File: config.mk
export PLATFORM = sky130hd
export DESIGN_NAME = inst_fetch
export DESIGN_NICKNAME = d
export VERILOG_FILES = /design/src/rtl/inst_fetch.sv
export SDC_FILE = /design/constraint.sdc
export NUM_CORES = 1
export LEC_CHECK = 0
export ABC_AREA = 0
export CORE_MARGIN = 4
export CORE_UTILIZATION = 45
export DETAILED_ROUTE_END_ITERATION = 6
export PLACE_DENSITY_LB_ADDON = 0.15
export SYNTH_ARGS = -nofsm -noshare
export SYNTH_HDL_FRONTEND = slang
export SYNTH_SLANG_ARGS = --single-unit
File: constraint.sdc
create_clock -name clk -period 4.21 [get_ports clk]
set_clock_uncertainty 0.05 [all_clocks]
set_input_delay 0.421 -clock clk [delete_from_list [all_inputs] [get_ports clk]]
set_output_delay 0.421 -clock clk [all_outputs]
set_load 0.01 [all_outputs]
File: src/rtl/inst_fetch.sv
// Instruction fetch stage: holds the PC, fetches one word at a time over a
// req/ready handshake, and presents the held instruction to the main decoder.
module inst_fetch #(
    parameter logic [31:0] RESET_PC  = 32'h0000_0000,
    parameter logic [5:0]  BUBBLE_OP = 6'b111111
) (
    input  logic        clk,
    input  logic        reset,
    output logic        imem_req,
    output logic [31:0] imem_addr,
    input  logic        imem_ready,
    input  logic [31:0] imem_rdata,
    input  logic        advance,
    input  logic        branch,
    input  logic        zero,
    input  logic        jump,
    output logic [31:0] instr,
    output logic [5:0]  op_code,
    output logic        instr_valid,
    output logic [31:0] pc,
    output logic [31:0] pc_plus4,
    output logic [31:0] retired
);

    typedef enum logic [0:0] {
        FETCH = 1'b0,
        VALID = 1'b1
    } state_t;

    state_t      state_r;
    state_t      state_next_s;
    logic [31:0] pc_r;
    logic [31:0] instr_r;
    logic [31:0] retired_r;
    logic [31:0] pc_plus4_s;
    logic [31:0] branch_off_s;
    logic [31:0] next_pc_s;

    assign pc_plus4_s   = pc_r + 32'd4;
    assign branch_off_s = {{14{instr_r[15]}}, instr_r[15:0], 2'b00};

    // Handshake sequencing: wait for the word, then wait for retirement.
    always_comb begin
        state_next_s = state_r;
        case (state_r)
            FETCH: begin
                if (imem_ready) begin
                    state_next_s = VALID;
                end else begin
                    state_next_s = FETCH;
                end
            end
            VALID: begin
                if (advance) begin
                    state_next_s = FETCH;
                end else begin
                    state_next_s = VALID;
                end
            end
            default: state_next_s = FETCH;
        endcase
    end

    // Next PC selection; jump takes priority over a taken branch.
    always_comb begin
        next_pc_s = pc_plus4_s;
        if (jump) begin
            next_pc_s = {pc_plus4_s[31:28], instr_r[25:0], 2'b00};
        end else if (branch && zero) begin
            next_pc_s = pc_plus4_s + branch_off_s;
        end else begin
            next_pc_s = pc_plus4_s;
        end
    end

    // State, held instruction, PC and retirement counter registers.
    always_ff @(posedge clk) begin
        if (reset) begin
            state_r   <= FETCH;
            pc_r      <= RESET_PC;
            instr_r   <= 32'h0000_0000;
            retired_r <= 32'h0000_0000;
        end else begin
            state_r <= state_next_s;
            if ((state_r == FETCH) && imem_ready) begin
                instr_r <= imem_rdata;
            end
            if ((state_r == VALID) && advance) begin
                pc_r      <= next_pc_s;
                retired_r <= retired_r + 32'd1;
            end
        end
    end

    assign imem_req    = (state_r == FETCH);
    assign imem_addr   = pc_r;
    assign instr       = instr_r;
    assign instr_valid = (state_r == VALID);
    assign op_code     = (state_r == VALID) ? instr_r[31:26] : BUBBLE_OP;
    assign pc          = pc_r;
    assign pc_plus4    = pc_plus4_s;
    assign retired     = retired_r;

endmodule
* After elaboration in Yosys (flattened, before gate mapping)
Cells that the tools add are included.
** Operators by class
- Multiply operators :: 0
- Multiplexer cells :: 6
- $add $sub $neg :: 3
- Shift operators :: 0
- Bitwise gates (word level) :: 1
- Order comparisons :: 0
- Reductions and logical operators :: 3
- Equal/unequal tests :: 0
- Divide/modulo/power cells :: 0
** Operators with widths (number)
- $mux W32 :: 2
- $add A32 B1 Y32 const B :: 1
- $add A32 B3 Y32 const B :: 1
- $add A32 B32 Y32 :: 1
- $mux W6 :: 1
- $logic_and A1 B1 Y1 :: 3
- $mux W1 :: 2
- $pmux W1 S2 :: 1
- $not A1 Y1 :: 1
** Word-level totals
- Word-level logic and storage cells :: 17
- Bits in writable memories :: 0
- Latch bits :: 0
- Bits in read-only memories :: 0
- Bits of input ports :: 39
- Output and inout bits :: 168
- Memories :: 0
- Flip-flop bits (word level) :: 97

* Longest topological paths before layout
- Depth in word-level cells :: 4
- Gate-level depth with buffers :: 18
- Mapped depth without buffers :: 17

* Least setup slack after synthesis
OpenSTA, ideal clock, no wires.
- Kind :: register to register
- Start point :: reg pc_r[2] (netlist: imem_addr[2])
- End point :: reg pc_r[31] (netlist: imem_addr[31])
- Data arrival time :: 3999 ps
- Period minus slack after synthesis :: 4125 ps
- Buffers on the path :: 1
- Slack :: 85 ps
- Setup time :: 77 ps
- Required time :: 4083 ps
- Stages on the path, launching flop included :: 19
- Cell sequence :: dfxtp_1 > ha_1 > nand4_1 > nor3_1 > nand4_1 > inv_1 > nand2_1 > xnor2_1 > ha_1 > clkbuf_1 > a21o_1 > a21o_1 > a21oi_1 > nor3_1 > nor2_1 > o41ai_4 > xnor2_1 > or4_1 > a41oi_2
** Between the ends
- Cells in the longest elaborated chain, start to end :: 4
** RTL lines
- start, declared :: line 32 : logic [31:0] pc_r;
- start signal, assigned :: line 89 : pc_r <= next_pc_s;
- $add A32 B3 Y32 :: line 39 : assign pc_plus4_s = pc_r + 32'd4;
- net pc_plus4[24] :: line 21 : output logic [31:0] pc_plus4,
- $add A32 B32 Y32 :: line 70 : next_pc_s = pc_plus4_s + branch_off_s;
- $mux W32 :: line 69 : end else if (branch && zero) begin
- $mux W32 :: line 67 : if (jump) begin
The timed path passes the listed nets, and every way through them passes these cells.
A chain may end at the register's enable or synchronous reset.

* Worst setup path in the final report
- Start point :: reg pc_r[3] (netlist: imem_addr[3])
- End point :: reg pc_r[31] (netlist: imem_addr[31])
** Between the ends
- Cells in the longest elaborated chain, start to end :: 4
** RTL lines (line)
- $add A32 B3 Y32 (*) :: 39
- $add A32 B32 Y32 :: 70
- $mux W32 :: 69
- $mux W32 (*) :: 67
Every way passes the cells marked *; elsewhere a longest branch is shown, timed or not.

==> summary.txt <==
Clk buf depth = 2
Routed wire length = 19.92 mm
Final hold violation count = 0
Critical Path End Type = flip-flop
RSZ-0062 raised after global routing = no
Post-route setup TNS = 0 ns
Final Non-Filler Cells = 1188
Via count = 6481
Lkg Pwr = 3.549 nW
Synth async-reset ratio = 0
1st-iter DRT viols = 395
Total CTS buffers = 9
Die Wd = 127.7 µm
Worst Slack Setup Final = 0.2784 ns
Psw = 0.0006632 W
Post-CTS Hold Buffers = 0
Pin count of the biggest net entering global routing = 42
Die area = 16310 µm²
Number of synthesized register bits = 95
Placed Instances = 1172
Synth Area in Compound Gates = 0.2122
Routed Antenna Nets = 0
Seq/Total Area, Yosys = 0.2949
Crit Path Category = flip-flop to flip-flop
Synth top area cells = dfxtp_1 (29%), nand2_1 (7.8%), ha_1 (7.2%)
Via-to-Cell Ratio = 5.455
CP required = 4.43 ns
GPL Wtd Cong = 0.9713
CTS resizes = 0
Power Internal = 0.001614 W
Wire length per cell = 16.77 µm
Initial antenna violation count = 0
CP cell instances = ha_1 -> nand4_1 -> nor3_1 -> buf_4 -> nand4_1 -> inv_1 -> nand2_1 -> xnor2_1 -> ha_2 -> a21o_1 -> a21o_1 -> a21oi_1 -> nor3_1 -> nor2_1 -> o41ai_4 -> xnor2_1 -> or4_1 -> a41oi_2
R2R depth = 18
Synth warn = 0
Cell Pwr Density = 260.6 nW/µm²
Grt ovf = 0
Sequential share of power = 0.427
Startpoint Class = flip-flop
Max FO, Critical Path = 8
Post-synthesis instance total = 843
H-tree depth = 3
Post-detail-place hpwl = 15.04 mm
Net Sw Frac = 0.2912
Synth Flop Type = dfxtp_1
Slowest stage delay, CP = 0.43 ns
Combinational Power Share = 0.197
Most instantiated cells after synthesis = nand2_1 (134), dfxtp_1 (95), nor2_1 (88)
Largest area contributor in the netlist = dfxtp_1
Final setup viols = 0
Min cycle time layout = 3.932 ns
Adder-cell share of the synthesized area = 0.07488
Worst path slowest cell = or4_1
Die H = 127.7 µm
Placed cell area = 8414 µm²
Area of the mapped netlist = 6450 µm²
Max cap viols = 0
Fmax = 254.3 MHz
Synthesis-to-layout area growth = 35.46%
Xor/xnor share of the synthesized area = 0.1032
Avg Cell Area, Syn = 7.651 µm²
Gr usage total = 0.2390
Place WS = 0.2668 ns
Design Area, Final = 8737 µm²
Simple-gate share of the synthesized area = 0.2390
IR drop worst, VDD = 0.2002 mV
First-pass GRT wire length = 31.79 mm
CTS tree = built
DRC errors left = 0
Row cnt = 43
WP data arrival = 4.15 ns
Total Nets Final = 1080
# diodes = 0
Total core area = 13930 µm²
Mux share of post-synthesis cell area = 0.004656
Top-area cell type share of the netlist area = 0.2949
Share of cells above drive strength 1 = 0.05060
Measured slew at the worst slew-check pin = 1.059 ns
Distinct cells, synth = 59
Final worst path period share = 0.9339
Clock sink count = 95
Relative slew slack = 0.2921
Root Buffer Master = clkbuf_16
Min-delay worst type = flip-flop to flip-flop
Port Buffers = 200
Max-slew violation count = 0
Hold slack final = 0.4231 ns
Hold Crit Depth = 2
1st-pass router iterations = 5
Count leader, synth = nand2_1
Clock power frac = 0.376
Initial Util = 0.4629
Clk_lat worst skew = 0.35 ns
Status = complete, no violations
Worst-path clk slew = 0.07 ns
Largest family of logic cells by synthesized area = simple AND/OR/NAND/NOR gates
Vias in the first global route = 6223
Post-synth EDFFs = 0
Post-CTS Setup Repair Bufs = 0
Ports = 207
==> per-stage QoR <==
stage | power, W | util
floorplan | 0.001235 | -
CTS | 0.002296 | 0.6255
global route | 0.002372 | 0.6270
global placement | 0.001436 | 0.6038
finish | 0.002277 | 0.6270
detailed placement | 0.001438 | 0.6038
==> cells in the final DEF, fill, tap and decap left out, drive strengths merged, types with 16 or more instances in the layout <==
cell type      instances
a21oi                 84
a211oi                16
nand2                134
nand4                 19
nand3                 26
clkdlybuf4s50        199
nor2                  88
ha                    37
a21o                  25
xor2                  38
o21ai                 31
dfxtp                 95
xnor2                 38
buf                   19
==> layer usage <==
layer,global-route usage,vias to the layer above,part of all wire
li1,-,3226,-
met1,0.3369,2981,0.47
met2,0.3651,241,0.44
met4,0.07740,0,0.020
met3,0.05083,33,0.073
met5,0,-,0
==> cell families (layout without fill, tap and decap cells) <==
family          after synthesis  after routing
simple gates                335            335
compound gates              210            210
flops                        95             95
buf+inv                      85            245
xor+xnor                     76             76
fa+ha+maj                    38             38
mux                           3              3
other cells                   1              6
==> worst paths after layout <==
check | from | endpoint | slack [ns]
worst max-delay path | imem_addr[3] | imem_addr[31] | 0.28
worst min-delay path | instr[27] | instr[27] | 0.42
worst max register to register | imem_addr[3] | imem_addr[31] | 0.28
worst min register to register | instr[27] | instr[27] | 0.42
==> critical path, delay by kind of cell, from the launching register on <==
family                     cells  cell delay (ns)
xor gates and xnor gates       2             0.36
adders and majority gates      2             0.57
and+or+nand+nor                7             1.25
AOI/OAI and AO/OA              5             0.86
buffers and inverters          2             0.37
DFF                            1             0.38
==> registers in the layout, indices dropped and copies added (netlist names) <==
register and cells:
imem_addr 30, instr 32, instr_valid 1, retired 32
==> power by group through the flow <==
stage	combinational [W]	clock (W)	sequential, W
2_1_floorplan	0.000240	0	0.000995
3_3_place_gp	0.000444	0	0.000992
3_5_place_dp	0.000445	0	0.000993
4_1_cts	0.000448	0.000875	0.000972
5_1_grt	0.000489	0.000905	0.000978
6_report	0.000449	0.000856	0.000973
==> layout make-up <==
type,count,area [µm²]
Fill cell,1275,5197
Multi-Input combinational cell,668,4133
Timing Repair Buffer,218,2132
Sequential cell,95,1904
Clock buffer,10,229.0
Tap cell,180,225.2
Clock inverter,6,72.57
Inverter,11,41.29
(Power assumes the default switching activity.)
